**config.mk**
```make
export PLATFORM = sky130hd
export DESIGN_NAME = packet_mem_to_gmii_tx_flat
export DESIGN_NICKNAME = d
export VERILOG_FILES = /design/src/rtl/packet_mem_to_gmii_tx_if.sv /design/src/rtl/packet_mem_to_gmii_tx.sv /design/src/flat_wrapper.sv
export SDC_FILE = /design/constraint.sdc
export NUM_CORES = 1
export LEC_CHECK = 0
export BUFFER_PORTS_ARGS = -buffer_cell sky130_fd_sc_hd__buf_2
export CAP_MARGIN = 10
export CORE_ASPECT_RATIO = 0.7
export CORE_UTILIZATION = 55
export DETAILED_ROUTE_END_ITERATION = 8
export PLACE_DENSITY = 0.76
export SYNTH_ARGS = -nofsm -noshare
export SYNTH_HDL_FRONTEND = slang
export SYNTH_SLANG_ARGS = --single-unit
```
**constraint.sdc**
```tcl
create_clock -name iclk -period 4.2 [get_ports iclk]
set_input_delay 0 -clock iclk [delete_from_list [all_inputs] [get_ports iclk]]
set_output_delay 0 -clock iclk [all_outputs]
set_load 0.01 [all_outputs]
```
**src/rtl/packet_mem_to_gmii_tx_if.sv**
```systemverilog
// Store-side read port: packet availability, head length, read strobe and the byte returned one cycle later.
interface packet_mem_to_gmii_tx_if #(
  parameter int pDATA_WIDTH = 8,
  parameter int pLEN_WIDTH  = 16
);
  logic                   iempty;
  logic [pLEN_WIDTH-1:0]  ilen_pac;
  logic [pDATA_WIDTH-1:0] idata;
  logic                   inext_last;
  logic                   ord_en;

  modport master (output iempty, ilen_pac, idata, inext_last, input ord_en);
  modport slave  (input iempty, ilen_pac, idata, inext_last, output ord_en);
endinterface

```
**src/rtl/packet_mem_to_gmii_tx.sv**
```systemverilog
// Drains stored frames as GMII bytes (7x55, D5, data, IFG); first preamble byte 1 cycle after start, no backpressure.
// ien gates only frame start. Defining PACKET_TX_PAD_EN pads short frames with 0x00 up to pMIN_FRAME bytes.
module packet_mem_to_gmii_tx #(
  parameter int pDATA_WIDTH        = 8,
  parameter int pLEN_WIDTH         = 16,
  parameter int pMAX_PACKET_LENGHT = 1536,
  parameter int pPREAMBLE_BYTES    = 7,
  parameter int pIFG_BYTES         = 12,
  parameter int pMIN_FRAME         = 60
) (
  input  logic                   iclk,
  input  logic                   i_rst_n,
  input  logic                   ien,
  packet_mem_to_gmii_tx_if.slave store,
  output logic [pDATA_WIDTH-1:0] otx_d,
  output logic                   otx_en,
  output logic                   obusy,
  output logic                   oerr_len,
  output logic                   oerr_sync,
  output logic [15:0]            oframes
);

  localparam logic [pLEN_WIDTH-1:0]  LEN_ONE  = pLEN_WIDTH'(1);
  localparam logic [pLEN_WIDTH-1:0]  MAX_LEN  = pLEN_WIDTH'(pMAX_PACKET_LENGHT);
  localparam logic [pLEN_WIDTH-1:0]  PRE_LAST = pLEN_WIDTH'(pPREAMBLE_BYTES - 1);
  localparam logic [pLEN_WIDTH-1:0]  PRE_RD   = pLEN_WIDTH'(pPREAMBLE_BYTES - 2);
  localparam logic [pLEN_WIDTH-1:0]  IFG_LAST = pLEN_WIDTH'(pIFG_BYTES - 1);
  localparam logic [pDATA_WIDTH-1:0] PRE_BYTE = pDATA_WIDTH'(8'h55);
  localparam logic [pDATA_WIDTH-1:0] SFD_BYTE = pDATA_WIDTH'(8'hD5);

  typedef enum logic [2:0] {IDLE, PREAMBLE, DATA, DISCARD, IFG} state_t;

  state_t                state;
  logic [pLEN_WIDTH-1:0] len_q;
  logic [pLEN_WIDTH-1:0] cnt;
  logic [pLEN_WIDTH-1:0] rd_cnt;
  logic                  ord_en_q;
  logic                  data_vld;
  logic [pLEN_WIDTH-1:0] len_last;
  logic [pLEN_WIDTH-1:0] frame_last;
  logic                  reading;
  logic                  rd_more;
  logic                  byte_last;
  logic                  sync_bad;

  assign len_last = len_q - LEN_ONE;

`ifdef PACKET_TX_PAD_EN
  localparam logic [pLEN_WIDTH-1:0] MIN_LEN = pLEN_WIDTH'(pMIN_FRAME);
  assign frame_last = (len_q < MIN_LEN) ? (MIN_LEN - LEN_ONE) : len_last;
`else
  assign frame_last = len_last;
`endif

  // Reads start two cycles before the SFD so byte 0 follows it with no gap.
  assign reading   = ((state == PREAMBLE) && (cnt >= PRE_RD)) || (state == DATA) || (state == DISCARD);
  assign rd_more   = reading && (rd_cnt < len_q);
  assign byte_last = (cnt == len_last);
  assign sync_bad  = data_vld && (store.inext_last != byte_last);

  assign store.ord_en = ord_en_q;
  assign obusy        = (state != IDLE);

  always_ff @(posedge iclk or negedge i_rst_n) begin
    if (!i_rst_n) begin
      state     <= IDLE;
      len_q     <= '0;
      cnt       <= '0;
      rd_cnt    <= '0;
      ord_en_q  <= 1'b0;
      data_vld  <= 1'b0;
      otx_d     <= '0;
      otx_en    <= 1'b0;
      oerr_len  <= 1'b0;
      oerr_sync <= 1'b0;
      oframes   <= '0;
    end else begin
      ord_en_q <= rd_more;
      data_vld <= ord_en_q;
      if (rd_more) rd_cnt <= rd_cnt + LEN_ONE;

      case (state)
        IDLE: begin
          otx_en <= 1'b0;
          otx_d  <= '0;
          cnt    <= '0;
          rd_cnt <= '0;
          if (ien && !store.iempty) begin
            len_q <= store.ilen_pac;
            if (store.ilen_pac > MAX_LEN) begin
              state    <= DISCARD;
              oerr_len <= 1'b1;
            end else begin
              state  <= PREAMBLE;
              otx_en <= 1'b1;
              otx_d  <= PRE_BYTE;
            end
          end
        end

        PREAMBLE: begin
          otx_en <= 1'b1;
          if (cnt == PRE_LAST) begin
            otx_d <= SFD_BYTE;
            cnt   <= '0;
            state <= DATA;
          end else begin
            otx_d <= PRE_BYTE;
            cnt   <= cnt + LEN_ONE;
          end
        end

        DATA: begin
          otx_en <= 1'b1;
          if (data_vld) begin
            otx_d <= store.idata;
            if (sync_bad) oerr_sync <= 1'b1;
          end else begin
            otx_d <= '0;
          end
          if (cnt == frame_last) begin
            cnt     <= '0;
            state   <= IFG;
            oframes <= oframes + 16'd1;
          end else begin
            cnt <= cnt + LEN_ONE;
          end
        end

        DISCARD: begin
          otx_en <= 1'b0;
          otx_d  <= '0;
          if (data_vld) begin
            if (sync_bad) oerr_sync <= 1'b1;
            if (byte_last) begin
              cnt   <= '0;
              state <= IFG;
            end else begin
              cnt <= cnt + LEN_ONE;
            end
          end
        end

        IFG: begin
          otx_en <= 1'b0;
          otx_d  <= '0;
          if (cnt == IFG_LAST) begin
            cnt   <= '0;
            state <= IDLE;
          end else begin
            cnt <= cnt + LEN_ONE;
          end
        end

        default: state <= IDLE;
      endcase
    end
  end

endmodule

```
**src/flat_wrapper.sv**
```systemverilog
// flat-port wrapper written by rule: the top's interface ports become plain ports
module packet_mem_to_gmii_tx_flat 
#(
  parameter int pDATA_WIDTH        = 8,
  parameter int pLEN_WIDTH         = 16,
  parameter int pMAX_PACKET_LENGHT = 1536,
  parameter int pPREAMBLE_BYTES    = 7,
  parameter int pIFG_BYTES         = 12,
  parameter int pMIN_FRAME         = 60
)
  (iclk, i_rst_n, ien, otx_d, otx_en, obusy, oerr_len, oerr_sync, oframes, store_iempty, store_ilen_pac, store_idata, store_inext_last, store_ord_en);
  packet_mem_to_gmii_tx_if #(.pDATA_WIDTH(pDATA_WIDTH), .pLEN_WIDTH(pLEN_WIDTH)) store_i ();
  input  logic iclk;
  input  logic i_rst_n;
  input  logic ien;
  output logic [pDATA_WIDTH-1:0] otx_d;
  output logic otx_en;
  output logic obusy;
  output logic oerr_len;
  output logic oerr_sync;
  output logic [15:0] oframes;
  input wire logic [$bits(store_i.iempty)-1:0] store_iempty;
  input wire logic [$bits(store_i.ilen_pac)-1:0] store_ilen_pac;
  input wire logic [$bits(store_i.idata)-1:0] store_idata;
  input wire logic [$bits(store_i.inext_last)-1:0] store_inext_last;
  output wire logic [$bits(store_i.ord_en)-1:0] store_ord_en;
  assign store_i.iempty = store_iempty;
  assign store_i.ilen_pac = store_ilen_pac;
  assign store_i.idata = store_idata;
  assign store_i.inext_last = store_inext_last;
  assign store_ord_en = store_i.ord_en;
  packet_mem_to_gmii_tx #(.pDATA_WIDTH(pDATA_WIDTH), .pLEN_WIDTH(pLEN_WIDTH), .pMAX_PACKET_LENGHT(pMAX_PACKET_LENGHT), .pPREAMBLE_BYTES(pPREAMBLE_BYTES), .pIFG_BYTES(pIFG_BYTES), .pMIN_FRAME(pMIN_FRAME)) u_core (.iclk(iclk), .i_rst_n(i_rst_n), .ien(ien), .store(store_i), .otx_d(otx_d), .otx_en(otx_en), .obusy(obusy), .oerr_len(oerr_len), .oerr_sync(oerr_sync), .oframes(oframes));
endmodule
```
==> flow_metrics.tcl, run 1 <==
set metrics [dict create \
    routed_via_density 6.12 \
    design_power_total_w 0.00313 \
    gr-usage-met3_pct 6.64 \
    crit_slowest_cell "sky130_fd_sc_hd__or4_4" \
    post-place-cells 684 \
    die-area_um2 9490 \
    top_area_cells_in_the_synthesized_netlist "sky130_fd_sc_hd__dfrtp_1 40%, sky130_fd_sc_hd__ha_1 5.5%, sky130_fd_sc_hd__mux2_2 3.8%" \
    hold_class "input pin to flop" \
    slew_violations 0 \
    max_slew_margin_vs_limit_pct 32.9 \
    power.leakage_nw 2.64 \
    timing.final.crit_share_pct 81.6 \
    layout-drive-gt1-share_pct 17.5 \
    yosys.cell_count.top_type "sky130_fd_sc_hd__dfrtp_1" \
    critical_path.endpoint_type "flop" \
    number_of_enable_flip_flop_cells_after_synthesis 0 \
    finClkSkew_ns 0.00708 \
    holdBufCountCts 25 \
    via_count_of_the_routed_design 4435 \
    final_nets 651 \
    drc 0 \
    number_of_antenna_violations_at_the_first_check_in_global_routing 0 \
    post-route-util_pct 68.0 \
    synthToLayoutAreaGrowth_pct 17.6 \
    cellPowerDensity_nw_per_um2 532 \
    unrepaired_setup_endpoints_after_global_routing "no" \
    mappedNetlistNets 585 \
    startpoint "u_core.len_q[3]" \
    syn_avg_cell_area_um2 9.37 \
    initial_core_util_pct 57.9 \
    post-route-cell-area_um2 5890 \
    grt_max_degree 81 \
    finish.cell_count_without_fillers 725 \
    drv.max_cap_violation_count 0 \
    synth_top_flop_cell "sky130_fd_sc_hd__dfrtp_1" \
    synth.top_cells.by_count "80 x sky130_fd_sc_hd__dfrtp_1, 47 x sky130_fd_sc_hd__nand2_1, 29 x sky130_fd_sc_hd__inv_1" \
    placedInstanceArea_um2 5350 \
    ys_seq_elements 80 \
    width_of_the_die_um 116 \
    maxClockFrequency_mhz 292 \
    wl_per_cell_um 17.5 \
    fp.coreArea_um2 8650 \
    postSynthCellCount 534 \
    antenna_cells 0 \
    place.port_buffers 57 \
    tritoncts "yes" \
    busiest_layer "met2" \
    largest_voltage_drop_on_the_vdd_net_uv 364 \
    fp-row-count 28 \
    drt_pre_antenna_iters 5 \
    asyncSetResetFlopFracSynth_pct 100 \
    grt_pass1_vias 4198 \
    synthDominantAreaCellType "sky130_fd_sc_hd__dfrtp_1" \
    design.portCount 58 \
    grt_overflow_total 0 \
    crit_fanout 10 \
    post_cts.repair.setup_buffers 0 \
    ant_nets 0 \
    gr-usage-all-layers_pct 28.5 \
    detailedPlacementHpwl_um 8870 \
    fin_setup_tns_ns 0 \
    synth_sequential_area_ratio_pct 40.0 \
    synthesis.yosys.warnings 0 \
    floorplan.die.height_um 81.8 \
    gpl.final_weighted_congestion 0.898 \
    slowest_delay_ns 0.64 \
    grt_first_pass_wirelength_um 20600 \
    min-delay-start "store_inext_last" \
    synth.lib_cells_used.distinct 64 \
    route.final.wire_length_um 12700 \
    globalRouteMet1Util_pct 40.4 \
    timing_hold_violations_final 0 \
    ctsLongestPathBuffers 2 \
    post_cts_resize_count 0 \
    grt_use_met2_pct 44.1 \
    cts.sink_count 80 \
    finalWorstPathRequiredPeriod_ns 3.43 \
    worstSkewPairLatency_ns 0.34 \
    reg2reg_start "u_core.len_q[3]" \
    yosysTopAreaCellShare_pct 40.0 \
    synth.cell_area_um2 5010 \
    startpoint_type "flop" \
    drtIter0Drc 410 \
    tritoncts.num_buffers 9 \
    report.final.setup_viol 0 \
    worst-slew-pin-transition_ns 1.01 \
    cts.root.buffer_cell "sky130_fd_sc_hd__clkbuf_16" \
    clock_tree.htree_level_count 3 \
    outcome "completed" \
    clock_edge_transition_at_the_registers_on_the_reported_setup_and_hold_paths_ns 0.06 \
    arrival_time_of_data_at_the_critical_path_endpoint_ns 3.64 \
    worst-endpoint-required_ns 4.41 \
    timing.critical_path.cells "or4_4, nor4_4, or4b_1, o211a_2, or4_1, buf_4, and4_4, or3_1" \
    crit_type "flop to flop" \
]
## kinds of logic after synthesis
kind of cell               Yosys count  share of synthesized area [%]
and+or+nand+nor                    202                           22.6
AOI/OAI and AO/OA                  114                           16.4
DFF                                 80                           40.0
buffers and inverters               62                           5.05
xor gates and xnor gates            33                           5.77
adders and majority gates           22                           5.50
muxes                               21                           4.62
## report_power, final
part	switching (W)	internal, W	total (W)
logic	0.000708	0.000475	0.00118
clock network	0.000311	0.000461	0.000772
registers	0.000255	0.000920	0.00117
total	0.00127	0.00186	0.00313
## area by class of cell
type,instances,area [µm²]
multi-input combinational,392,2750
tap,120,150
fill,691,2770
clock buffer,11,233
timing repair buffer,88,583
clock inverter,5,57.6
sequential,80,2000
inverter,29,109
## placed cells by master (no fill, tap or decap), types with 15 or more instances in the layout
cell type                       instances
sky130_fd_sc_hd__a21oi_1               15
sky130_fd_sc_hd__buf_2                 56
sky130_fd_sc_hd__dfrtp_1               80
sky130_fd_sc_hd__dlygate4sd3_1         25
sky130_fd_sc_hd__ha_1                  22
sky130_fd_sc_hd__inv_1                 29
sky130_fd_sc_hd__mux2_2                17
sky130_fd_sc_hd__nand2_1               47
sky130_fd_sc_hd__nand3_1               21
sky130_fd_sc_hd__nor2_1                24
sky130_fd_sc_hd__o21ai_0               23
sky130_fd_sc_hd__or3_1                 16
sky130_fd_sc_hd__or4_1                 15
sky130_fd_sc_hd__xnor2_1               21
## metal layers
metal  up-vias  wire, µm
li1       2109         -
met1      2138      6080
met2       176      5540
met3        12       942
met4         0       100
met5         -         0
## path summary, 6_finish.rpt
kind,slack (ns),depth (start not counted),endpoint
min in group asynchronous,0.39,2,u_core.rd_cnt[6]
max in group asynchronous,3.16,2,u_core.oframes[0]
min reg2reg,0.39,0,u_core.data_vld
max,0.77,8,u_core.oerr_sync
max reg2reg,0.77,8,u_core.oerr_sync
min,0.06,3,u_core.oerr_sync
## registers in the layout, summed over array words and instances, names as in the netlist
| register | count |
|---|---|
| u_core.oerr_sync | 1 |
| u_core.rd_cnt | 16 |
| u_core.store.ord_en | 1 |
| u_core.otx_en | 1 |
| u_core.len_q | 16 |
| u_core.otx_d | 8 |
| u_core.state | 3 |
| u_core.cnt | 16 |
| u_core.data_vld | 1 |
| u_core.oframes | 16 |
| u_core.oerr_len | 1 |
## critical path: cells and delay by family (launching register included)
family,cells,cell delay (ns)
AO/OA/AOI/OAI,1,0.15
flip-flops,1,0.50
buffers and inverters,1,0.19
AND/OR/NAND/NOR,6,2.46
## through the flow
stage / hold slack, ns / worst slack, ns
after global routing: 0.0888 / 0.638
final: 0.0645 / 0.772
after CTS: 0.0622 / 0.799
after floorplan: -0.296 / 0.875
after detailed placement: 0.229 / 0.814
after global placement: 0.232 / 0.842
(Power assumes the default switching activity.)
==> inputs of run 2 (changes only) <==
Clock period 4.2 ns to 3.3 ns, I/O delays scaled along.
==> run 2 against run 1 <==
Effect of this change:
- utilization is 0.94 points higher
- clock power grew 21%
- flip-flop and latch count is the same
- non-clock buffer count up 10
- die area unchanged
- global-route usage grew 1.6 points
- critical path type unchanged
- largest cell class unchanged
- largest power group unchanged
==> flow_metrics.tcl, run 2 (same netlist as run 1, synthesis figures left out) <==
set metrics [dict create \
    outcome "completed" \
    fin_setup_tns_ns 0 \
    fp-row-count 28 \
    clock_edge_transition_at_the_registers_on_the_reported_setup_and_hold_paths_ns 0.06 \
    maxClockFrequency_mhz 315 \
    wl_per_cell_um 18.3 \
    slew_violations 0 \
    initial_core_util_pct 57.9 \
    cts.sink_count 80 \
    width_of_the_die_um 116 \
    drc 0 \
    n_fill_cell 693 \
    final_nets 661 \
    finClkSkew_ns 0.00935 \
    critical_path.endpoint_type "flop" \
    cts.root.buffer_cell "sky130_fd_sc_hd__clkbuf_16" \
    crit_fanout 3 \
    number_of_antenna_violations_at_the_first_check_in_global_routing 0 \
    drt_pre_antenna_iters 5 \
    ff_latch_area_um2 2000 \
    arrival_time_of_data_at_the_critical_path_endpoint_ns 3.40 \
    combined_area_of_the_multi_input_logic_cells_um2 2770 \
    die-area_um2 9490 \
    tritoncts "yes" \
    antenna_cells 0 \
    worst-slew-pin-transition_ns 1.04 \
    floorplan.die.height_um 81.8 \
    worstSkewPairLatency_ns 0.34 \
    routed_via_density 6.21 \
    report.final.setup_viol 0 \
    gr-usage-all-layers_pct 30.1 \
    hold_class "input pin to flop" \
    most_common_library_cell_in_the_layout_ignoring_fill_and_taps "sky130_fd_sc_hd__dfrtp_1" \
    max_slew_margin_vs_limit_pct 31.0 \
    grt_overflow_total 0 \
    worst-endpoint-required_ns 3.52 \
    grt_use_met2_pct 46.2 \
    place.port_buffers 57 \
    largest_voltage_drop_on_the_vdd_net_uv 450 \
    timing.final.crit_share_pct 96.3 \
    ant_nets 0 \
    grt_pass1_vias 4157 \
    design.portCount 58 \
    drtIter0Drc 423 \
    finalWorstPathRequiredPeriod_ns 3.18 \
    fp.coreArea_um2 8650 \
    timing_hold_violations_final 0 \
    most_frequent_cells_in_the_layout "80 x sky130_fd_sc_hd__dfrtp_1, 56 x sky130_fd_sc_hd__buf_2, 47 x sky130_fd_sc_hd__nand2_1, 29 x sky130_fd_sc_hd__inv_1, 25 x sky130_fd_sc_hd__dlygate4sd3_1" \
    power.leakage_nw 2.68 \
    crit_type "flop to flop" \
    ctsLongestPathBuffers 2 \
    startpoint_type "flop" \
    gpl.final_weighted_congestion 0.907 \
    busiest_layer "met2" \
    clock_tree.htree_level_count 3 \
    cellPowerDensity_nw_per_um2 681 \
    grt_max_degree 81 \
    post_cts.repair.setup_buffers 0 \
    grt_first_pass_wirelength_um 21300 \
    drv.max_cap_violation_count 0 \
    holdWs_ns 0.0646 \
    finish.cell_count_without_fillers 735 \
    gr-usage-met3_pct 6.64 \
    via_count_of_the_routed_design 4568 \
    post-place-cells 694 \
    synthToLayoutAreaGrowth_pct 19.2 \
    layout-drive-gt1-share_pct 19.8 \
    route.final.wire_length_um 13400 \
    tritoncts.num_buffers 9 \
    unrepaired_setup_endpoints_after_global_routing "no" \
    globalRouteMet1Util_pct 42.7 \
    detailedPlacementHpwl_um 9580 \
]
-- run 2: worst max-delay path: stages, from the launching register on --
cell                      delay (ns)
sky130_fd_sc_hd__dfrtp_1        0.38
sky130_fd_sc_hd__or4_4          0.58
sky130_fd_sc_hd__nor4_4         0.32
sky130_fd_sc_hd__or4b_1         0.46
sky130_fd_sc_hd__o211a_2        0.16
sky130_fd_sc_hd__or4_1          0.61
sky130_fd_sc_hd__and4_4         0.22
sky130_fd_sc_hd__or3_1          0.33
-- run 2: final timing paths --
path | cells after the start | startpoint | end | slack, ns
worst max-delay path | 7 | u_core.len_q[7] | u_core.oerr_sync | 0.12
worst min-delay path | 3 | store_inext_last | u_core.oerr_sync | 0.06
worst max register to register | 7 | u_core.len_q[7] | u_core.oerr_sync | 0.12
worst min register to register | 0 | u_core.store.ord_en | u_core.data_vld | 0.39
max in group asynchronous | 2 | i_rst_n | u_core.rd_cnt[5] | 2.23
min in group asynchronous | 2 | i_rst_n | u_core.rd_cnt[8] | 0.36
-- run 2: per-stage QoR --
stage	utilization (%)	setup slack [ns]	cell area [µm²]	total power [W]
after CTS	68.8	0.111	5950	0.00404
after floorplan	-	0.0276	5010	0.00253
final	69.0	0.121	5970	0.00407
after global placement	62.7	0.0552	5420	0.00298
after global routing	69.0	0.0167	5970	0.00430
after detailed placement	62.7	0.0991	5420	0.00307
-- run 2: report_power, final --
part	switching (W)	total [W]	internal [W]
Clock	0.000410	0.000937	0.000528
Combinational	0.00102	0.00170	0.000689
Sequential	0.000253	0.00142	0.00117
Total	0.00168	0.00407	0.00239
-- run 2: layout make-up --
cell class / count / share of cell area [%]
Sequential cell: 80 / 33.6
Clock buffer: 11 / 4.07
Clock inverter: 5 / 0.545
Multi-Input combinational cell: 392 / 46.5
Tap cell: 120 / 2.52
Inverter: 29 / 1.82
Timing Repair Buffer: 98 / 11.0
-- run 2: repair_timing --
action                                 CTS  global route
endpoints found under the hold margin  104             0
gates resized for setup                  0             4
hold buffers                            25             0
setup endpoints to repair                0            11
-- run 2: per-layer routing --
layer / part of all wire, % / up-vias
met5: 0 / -
met4: 1.1 / 0
met3: 6.6 / 16
met2: 45 / 178
met1: 47 / 2234
li1: - / 2140
==> inputs of run 3 (changes only) <==
Settings changed: CORE_MARGIN set to 5, REMOVE_ABC_BUFFERS set to 1, SLEW_MARGIN set to 0.
==> run 3 against run 2 <==
Effect of this change:
- clock skew down 0.0035 ns
- cell count up 0.41%
- routed wire length down 1.5%
- non-clock buffer count unchanged
- clock power up 14%
- total power up 2.3%
- count of clock-buffer cells in the layout down 1
- sequential share of layout area down 0.15 points
- global-route usage down 5.6 points
- worst setup slack better by 0.0095 ns
- maximum frequency up 0.30%
- critical path type unchanged
==> flow_metrics.tcl, run 3 (same netlist as run 1, synthesis figures left out) <==
set metrics [dict create \
    outcome "completed" \
    placedInstanceArea_um2 5430 \
    arrival_time_of_data_at_the_critical_path_endpoint_ns 3.38 \
    ctsLongestPathBuffers 2 \
    pwr-share-seq_pct 34.6 \
    fp.coreArea_um2 8960 \
    most_frequent_cells_in_the_layout "80 x sky130_fd_sc_hd__dfrtp_1, 56 x sky130_fd_sc_hd__buf_2, 47 x sky130_fd_sc_hd__nand2_1, 29 x sky130_fd_sc_hd__inv_1, 25 x sky130_fd_sc_hd__dlygate4sd3_1" \
    critical_path.reg2reg.endpoint "u_core.oerr_sync" \
    timing.final.crit_share_pct 96.0 \
    design.portCount 58 \
    slew_violations 0 \
    drtIter0Drc 357 \
    final_nets 661 \
    grt_first_pass_wirelength_um 21600 \
    route.final.wire_length_um 13200 \
    die-area_um2 11100 \
    maxClockFrequency_mhz 316 \
    power.leakage_nw 2.70 \
    slowest_delay_ns 0.59 \
    grt_pass1_vias 4199 \
    crit_slowest_cell "sky130_fd_sc_hd__or4_4" \
    synthToLayoutAreaGrowth_pct 19.7 \
    routed_via_density 6.14 \
    drc 0 \
    tritoncts.num_buffers 9 \
    cellPowerDensity_nw_per_um2 694 \
    gr-usage-all-layers_pct 24.5 \
    drv.max_cap_violation_count 0 \
    gpl.final_weighted_congestion 0.947 \
    drt_pre_antenna_iters 5 \
    grt_use_met2_pct 35.7 \
    crit_type "flop to flop" \
    timing.critical_path.cells "or4_4, o41ai_1, nand4bb_1, or4_1, or4_1, and4_4, or3_1" \
    initial_core_util_pct 55.9 \
    timing.reg2reg.setup_slack_ns 0.13 \
    combinational_power_share_pct 39.8 \
    worstSkewPairLatency_ns 0.34 \
    hold_class "input pin to flop" \
    p_clk_share_pct 25.7 \
    finalWorstPathRequiredPeriod_ns 3.17 \
    via_count_of_the_routed_design 4528 \
    internal_power_w 0.00250 \
    worst-endpoint-required_ns 3.51 \
    power_switching_w 0.00166 \
    post-place-ws_ns 0.171 \
    timing.critical_path.mode_cell "sky130_fd_sc_hd__or4_1" \
    hold_depth 3 \
    finClkSkew_ns 0.00585 \
    largest_voltage_drop_on_the_vdd_net_uv 482 \
    fp-row-count 29 \
    clock_edge_transition_at_the_registers_on_the_reported_setup_and_hold_paths_ns 0.06 \
    unrepaired_setup_endpoints_after_global_routing "no" \
    critical_path.endpoint_type "flop" \
    place.port_buffers 57 \
    tritoncts "yes" \
    fin_setup_tns_ns 0 \
    number_of_antenna_violations_at_the_first_check_in_global_routing 0 \
    switching_share_pct 39.8 \
    post-route-cell-area_um2 5990 \
    antenna_cells 0 \
    grt_max_degree 81 \
    layout-drive-gt1-share_pct 19.2 \
    min-delay-start "store_inext_last" \
    globalRouteMet1Util_pct 37.5 \
    ant_nets 0 \
    width_of_the_die_um 124 \
    timing_hold_violations_final 0 \
    grt_overflow_total 0 \
    floorplan.die.height_um 89.8 \
    reg2reg_start "u_core.len_q[3]" \
    cts.root.buffer_cell "sky130_fd_sc_hd__clkbuf_16" \
    clock_tree.htree_level_count 3 \
    max_slew_margin_vs_limit_pct 31.4 \
    most_common_library_cell_in_the_layout_ignoring_fill_and_taps "sky130_fd_sc_hd__dfrtp_1" \
    wl_per_cell_um 17.9 \
    postLayoutSetupSlackWorst_ns 0.131 \
    crit_fanout 7 \
    gr-usage-met3_pct 5.40 \
    report.final.setup_viol 0 \
    cts.sink_count 80 \
    hold_worst_path_end "u_core.oerr_sync" \
    worst-slew-pin-transition_ns 1.03 \
    path_depth_of_the_worst_reg2reg_path 7 \
    detailedPlacementHpwl_um 9560 \
    busiest_layer "met1" \
    startpoint_type "flop" \
]
-- run 3: cell type report --
cell class,instances,area (µm²)
clock buffers,10,229
flip-flops and latches,80,2000
clock inverters,5,81.3
repair buffers,98,658
multi-input cells,392,2760
fillers,718,2970
inverters,29,109
well taps,124,155
-- run 3: worst max path at each step --
| stage | startpoint | end | slack [ns] | depth (start not counted) |
|---|---|---|---|---|
| after floorplan | u_core.len_q[3] | u_core.oframes[1] | -0.04 | 6 |
| after global placement | u_core.len_q[3] | u_core.oerr_sync | 0.20 | 7 |
| after detailed placement | u_core.len_q[3] | u_core.oerr_sync | 0.17 | 7 |
| after CTS | u_core.len_q[3] | u_core.oerr_sync | 0.14 | 7 |
| after global routing | u_core.len_q[3] | u_core.cnt[13] | 0.002 | 8 |
| final | u_core.len_q[3] | u_core.oerr_sync | 0.13 | 7 |
-- run 3: what timing repair did --
item / in CTS / in global routing
endpoints found under the setup margin: 0 / 1
setup buffers: 0 / 0
hold buffers: 25 / 0
hold endpoints to repair: 104 / 0
gates resized for setup: 0 / 2
-- run 3: through the flow --
stage	instances	total power (W)	hold WS [ns]	utilization, %
floorplan	501	0.00244	-0.296	-
global route	738	0.00442	0.118	66.9
detailed placement	698	0.00304	0.234	60.5
global placement	698	0.00299	0.226	60.5
CTS	738	0.00414	0.0969	66.8
finish	738	0.00416	0.109	66.9
-- run 3: power groups by stage --
| stage | Combinational [W] | Clock (W) | Sequential (W) |
|---|---|---|---|
| global placement | 0.00156 | 0 | 0.00143 |
| detailed placement | 0.00159 | 0 | 0.00144 |
| global route | 0.00182 | 0.00112 | 0.00147 |
| finish | 0.00165 | 0.00107 | 0.00144 |
| CTS | 0.00163 | 0.00109 | 0.00142 |
| floorplan | 0.00102 | 0 | 0.00142 |
-- run 3: critical path, delay by kind of cell (launching register included) --
kind,cells,cell delay (ns)
simple gates,6,2.38
compound gates,1,0.29
flops,1,0.38
-- run 3: layer usage --
metal  vias up  part of all wire, %
met1      2205                   48
met3        15                  6.9
met2       178                   44
li1       2130                    -
met5         -                    0
met4         0                  1.0
